## src/rtl/vectorgen_pkg.sv

```systemverilog
// Shared definitions for the runtime-configurable vector generator:
// FSM state encoding and kernel-width clamping.
package vectorgen_pkg;

    typedef enum logic [2:0] {
        EMPTY    = 3'd0,
        WAIT_CUR = 3'd1,
        NEED_NXT = 3'd2,
        WAIT_NXT = 3'd3,
        RDY      = 3'd4
    } vg_state_e;

    // A zero width still has one column; anything wider than the array supports is cut back.
    function automatic int clamp_kernel(input int width, input int max_k);
        if (width < 1) begin
            return 1;
        end
        if (width > max_k) begin
            return max_k;
        end
        return width;
    endfunction

endpackage

```

## src/rtl/vectorgen_lane_sel.sv

```systemverilog
// Serial-lane mux: picks element NUM_PE+kw-1 of {NXT, CUR}, or 0 when kw is 0.
// That index always lands in NXT, so only NXT is brought in.
module vectorgen_lane_sel #(
    parameter int DATA_WIDTH = 8,
    parameter int NUM_PE     = 4,
    parameter int MAX_KERNEL = 5,
    parameter int KW_W       = $clog2(MAX_KERNEL + 1)
) (
    input  logic [NUM_PE*DATA_WIDTH-1:0] nxt,
    input  logic [KW_W-1:0]              kw,
    output logic [DATA_WIDTH-1:0]        lane
);

    always_comb begin
        lane = '0;
        for (int i = 1; i < MAX_KERNEL; i++) begin
            if (kw == KW_W'(i)) begin
                lane = nxt[(i-1)*DATA_WIDTH +: DATA_WIDTH];
            end
        end
    end

endmodule

```

## src/rtl/vectorgen_kw.sv

```systemverilog
// Vector generator with per-row kernel width: double-buffers FIFO words, steps the
// kernel column on SHIFT, and stalls automatically while the FIFO is empty.
module vectorgen_kw
    import vectorgen_pkg::*;
#(
    parameter int DATA_WIDTH = 8,
    parameter int NUM_PE     = 4,
    parameter int MAX_KERNEL = 5,
    parameter int KW_W       = $clog2(MAX_KERNEL + 1)
) (
    input  logic                             CLK,
    input  logic                             RESET,
    input  logic [KW_W-1:0]                  CFG_KERNEL_W,
    input  logic                             VECTORGEN_POP,
    input  logic                             VECTORGEN_SHIFT,
    input  logic                             VECTORGEN_NEXTROW,
    input  logic                             INBUF_EMPTY,
    output logic                             INBUF_POP,
    input  logic [NUM_PE*DATA_WIDTH-1:0]     VECTORGEN_DATA_IN,
    output logic [(NUM_PE+1)*DATA_WIDTH-1:0] VECTORGEN_DATA_OUT,
    output logic                             VECTORGEN_READY,
    output logic [KW_W-1:0]                  VECTORGEN_KW,
    output logic                             VECTORGEN_ERR
);

    localparam int WORD_W = NUM_PE * DATA_WIDTH;

    vg_state_e         state, state_n;
    logic [WORD_W-1:0] cur, nxt;
    logic [KW_W-1:0]   kw, kw_n, k;
    logic              err;
    logic              pop_req, latch_k, ld_cur, ld_nxt, cur_from_nxt, cmd_any;
    logic [DATA_WIDTH-1:0] lane;

    assign cmd_any = VECTORGEN_POP | VECTORGEN_SHIFT | VECTORGEN_NEXTROW;

    always_comb begin
        state_n      = state;
        kw_n         = kw;
        pop_req      = 1'b0;
        latch_k      = 1'b0;
        ld_cur       = 1'b0;
        ld_nxt       = 1'b0;
        cur_from_nxt = 1'b0;
        case (state)
            EMPTY: begin
                if (!INBUF_EMPTY) begin
                    pop_req = 1'b1;
                    latch_k = 1'b1;
                    state_n = WAIT_CUR;
                end
            end
            WAIT_CUR: begin
                ld_cur = 1'b1;
                if (!INBUF_EMPTY) begin
                    pop_req = 1'b1;
                    state_n = WAIT_NXT;
                end else begin
                    state_n = NEED_NXT;
                end
            end
            NEED_NXT: begin
                if (!INBUF_EMPTY) begin
                    pop_req = 1'b1;
                    state_n = WAIT_NXT;
                end
            end
            WAIT_NXT: begin
                ld_nxt  = 1'b1;
                state_n = RDY;
            end
            RDY: begin
                if (VECTORGEN_NEXTROW) begin
                    kw_n    = '0;
                    state_n = EMPTY;
                end else if (VECTORGEN_POP) begin
                    // Refill NXT right away so a POP costs a single bubble cycle.
                    cur_from_nxt = 1'b1;
                    kw_n         = '0;
                    if (!INBUF_EMPTY) begin
                        pop_req = 1'b1;
                        state_n = WAIT_NXT;
                    end else begin
                        state_n = NEED_NXT;
                    end
                end else if (VECTORGEN_SHIFT) begin
                    kw_n = (kw == k - KW_W'(1)) ? '0 : kw + KW_W'(1);
                end
            end
            default: state_n = EMPTY;
        endcase
    end

    always_ff @(posedge CLK or posedge RESET) begin
        if (RESET) begin
            state <= EMPTY;
            cur   <= '0;
            nxt   <= '0;
            kw    <= '0;
            k     <= '0;
            err   <= 1'b0;
        end else begin
            state <= state_n;
            kw    <= kw_n;
            if (latch_k) begin
                k <= KW_W'(clamp_kernel(int'(CFG_KERNEL_W), MAX_KERNEL));
            end
            if (ld_cur) begin
                cur <= VECTORGEN_DATA_IN;
            end else if (cur_from_nxt) begin
                cur <= nxt;
            end
            if (ld_nxt) begin
                nxt <= VECTORGEN_DATA_IN;
            end
            if (cmd_any && state != RDY) begin
                err <= 1'b1;
            end
        end
    end

    vectorgen_lane_sel #(
        .DATA_WIDTH (DATA_WIDTH),
        .NUM_PE     (NUM_PE),
        .MAX_KERNEL (MAX_KERNEL),
        .KW_W       (KW_W)
    ) u_lane_sel (
        .nxt  (nxt),
        .kw   (kw),
        .lane (lane)
    );

    assign INBUF_POP          = pop_req & ~RESET;
    assign VECTORGEN_READY    = (state == RDY);
    assign VECTORGEN_KW       = kw;
    assign VECTORGEN_ERR      = err;
    assign VECTORGEN_DATA_OUT = {lane, cur};

endmodule

```

## config.mk

```make
export PLATFORM = sky130hd
export DESIGN_NAME = vectorgen_kw
export DESIGN_NICKNAME = d
export VERILOG_FILES = /design/src/rtl/vectorgen_pkg.sv /design/src/rtl/vectorgen_lane_sel.sv /design/src/rtl/vectorgen_kw.sv
export SDC_FILE = /design/constraint.sdc
export NUM_CORES = 1
export LEC_CHECK = 0
export ABC_AREA = 1
export BUFFER_PORTS_ARGS = -buffer_cell sky130_fd_sc_hd__buf_2
export CELL_PAD_IN_SITES_DETAIL_PLACEMENT = 0
export CELL_PAD_IN_SITES_GLOBAL_PLACEMENT = 1
export CORE_ASPECT_RATIO = 1.4
export CORE_UTILIZATION = 35
export CTS_CLUSTER_SIZE = 12
export DETAILED_ROUTE_END_ITERATION = 10
export GPL_TIMING_DRIVEN = 1
export MAX_ROUTING_LAYER = met4
export PLACE_DENSITY_LB_ADDON = 0.1
export SYNTH_ARGS = -nofsm -noshare
export SYNTH_HDL_FRONTEND = slang
export SYNTH_HIERARCHICAL = 1
export SYNTH_SLANG_ARGS = --single-unit
export TNS_END_PERCENT = 30
```

## constraint.sdc

```tcl
create_clock -name CLK -period 2.7 [get_ports CLK]
set_input_delay 0.54 -clock CLK [delete_from_list [all_inputs] [get_ports CLK]]
set_output_delay 0.54 -clock CLK [all_outputs]
set_load 0.005 [all_outputs]
```

==> results.json <==
{
  "period_share_pct": 82.00,
  "drtIter0Drc": 104,
  "ys_ff_latch": 74,
  "synth_top_family_by_area": "simple AND/OR/NAND/NOR gates",
  "end_kind": "primary output",
  "synth-seq-area-share_pct": 50.67,
  "finClkSkew_ps": 3.324,
  "area_delta_synth_final_pct": 20.88,
  "core-area_sq_mm": 0.01001,
  "cts.repair.resized": 0,
  "wl_per_cell_microns": 13.43,
  "critPathKind": "flop to primary output",
  "final_cell_mix": "86 x buf_2, 74 x dfrtp_1, 72 x nor2_1",
  "io_buffers": 86,
  "cts_root_buf": "clkbuf_16",
  "synth_edf_count": 0,
  "gp_congestion": 0.7549,
  "start_util_pct": 36.52,
  "viasPerCell": 4.703,
  "cts_setup_buffers": 0,
  "avgSynthCellArea_sq_um": 8.140,
  "dp_hpwl_microns": 6404,
  "placed_cells": 651,
  "wl_microns": 8901,
  "grt_usage_pct": 17.89,
  "fmax_mhz": 451.7,
  "hp-class": "input port to async pin",
  "antenna_cells": 0,
  "clock-sinks": 74,
  "first_pass_iters": 4,
  "synthAdderAreaFrac_pct": 0.6847,
  "finalSetupTns_ps": 0,
  "setup_violations": 0,
  "hold_viol": 0,
  "maxSlewHeadroom_pct": 45.50,
  "grt_max_degree": 74,
  "leakage_nw": 2.204,
  "post_layout_nonfiller_instances": 663,
  "numCtsBuffers": 9,
  "final_common_cell": "buf_2",
  "io_pins": 87,
  "antenna_found_initial": 0,
  "worstMarginPinSlew_ps": 814.4,
  "drv_cap": 0,
  "gr-total-overflow": 0,
  "rsz0062_at_grt": "no",
  "synth_compound_area_share_pct": 15.58,
  "dieWidth_microns": 88.37,
  "htree_levels": 3,
  "synthMuxAreaShare_pct": 0,
  "final_nets": 570,
  "clkTransAtPathRegs_ps": 50,
  "yosysUniqueCellTypes": 26,
  "num_vias": 3118,
  "layout-drive-gt1-share_pct": 21.59,
  "ir_worst_vdd_v": 0.0004429,
  "die-area_sq_mm": 0.01086,
  "slew_viol_final": 0,
  "postSynth.asyncResetShare_pct": 100.0,
  "route.detailed.drc": 0,
  "grt_pass1_wl_microns": 14300,
  "finalCriticalPeriod_ps": 2214,
  "fp.dieH_microns": 122.9,
  "grt_pass1_vias": 3009,
  "syn_area_sq_mm": 0.003655,
  "syn_nets": 492,
  "cts.path.max_buffers": 2,
  "cts_tree": "built",
  "ant_nets": 0,
  "path_max_fanout": 14,
  "power.density_mw_per_mm2": 1174,
  "clk_latency_ps": 330,
  "status": "finished, final reports clean",
  "power_w": 0.005187,
  "syn_inst": 449,
  "critPathLaunchType": "flop",
  "fill_cells": 1057,
  "synth_top_flop_cell": "dfrtp_1",
  "yosys_warnings": 6,
  "worst-endpoint-required_ps": 2160,
  "worstPathArrival_ps": 1670,
  "yosys.area_share.simple_pct": 21.98,
  "ctsHoldBuffers": 0,
  "row_count": 43,
  "synth_xor_area_share_pct": 0.2396
}
==> power breakdown <==
| part | internal (W) | switching (W) |
|---|---|---|
| logic | 0.000836 | 0.00115 |
| registers | 0.00165 | 0.000458 |
| clock network | 0.000676 | 0.000417 |
==> stage by stage <==
step                      setup WS [ps]  util, %  cell area (sq um)  hold slack (ps)
after CTS                         465.4    44.15               4418            55.56
after global routing              345.6    44.15               4418            69.37
final                             486.0    44.15               4418            62.45
after detailed placement          658.8    41.49               4151            409.8
after global placement            707.9    41.49               4151            406.0
after floorplan                   278.4        -               3655            467.8
==> worst max-delay path: stages (launching register included) <==
cell,delay (ps)
dfrtp_1,660
inv_1,250
nand4_1,160
nand4_1,120
buf_2,150
==> cell usage after synthesis (2+ instances only) <==
cell	instances	area [sq um]
dfrtp_1	74	1852
nor3_1	2	10.01
nor2_1	72	270.3
nand4_1	31	193.9
nor2_4	2	22.52
ha_1	2	25.02
buf_2	13	65.06
nand2_1	60	225.2
buf_6	9	101.4
a21oi_1	69	345.3
buf_4	2	15.01
nand3_1	13	65.06
clkbuf_1	3	11.26
inv_1	51	191.4
o21ai_0	35	175.2
==> final cells by class <==
cell class	count	area (sq um)	area share, %
multi-input cells	295	1411	31.95
inverters	53	203.9	4.616
flip-flops and latches	74	1852	41.91
well taps	135	168.9	3.823
clock buffers	12	266.5	6.032
repair buffers	94	515.5	11.67
==> per-layer routing <==
| layer | GRT usage [%] | up-vias | part of all wire [%] |
|---|---|---|---|
| li1 | - | 1631 | - |
| met1 | 22.11 | 1407 | 46 |
| met2 | 29.04 | 67 | 48 |
| met3 | 2.270 | 13 | 3.4 |
| met4 | 8.165 | 0 | 2.0 |
| met5 | - | - | 0 |
==> registers in the layout (all words and copies together) (netlist names) <==
signal	count
VECTORGEN_KW	3
nxt	32
VECTORGEN_ERR	1
k	3
cur	32
state	3
==> logic make-up (layout without fill, tap and decap cells) <==
logic type / Yosys count / count (layout)
flops: 74 / 74
buf+inv: 80 / 159
fa+ha+maj: 2 / 2
compound gates: 110 / 110
xor+xnor: 1 / 1
simple gates: 182 / 182
==> path summary, 6_finish.rpt <==
kind | start | end | slack [ps] | cells after the start
worst max-delay path | VECTORGEN_KW[0] | VECTORGEN_DATA_OUT[38] | 490 | 4
worst min-delay path | RESET | state[0] | 60 | 2
worst max register to register | state[0] | cur[23] | 840 | 6
worst min register to register | VECTORGEN_ERR | VECTORGEN_ERR | 490 | 1
max in group asynchronous | RESET | cur[17] | 2060 | 3
min in group CLK | INBUF_EMPTY | state[0] | 410 | 2
No activity file was read; power rests on OpenSTA's default activity.
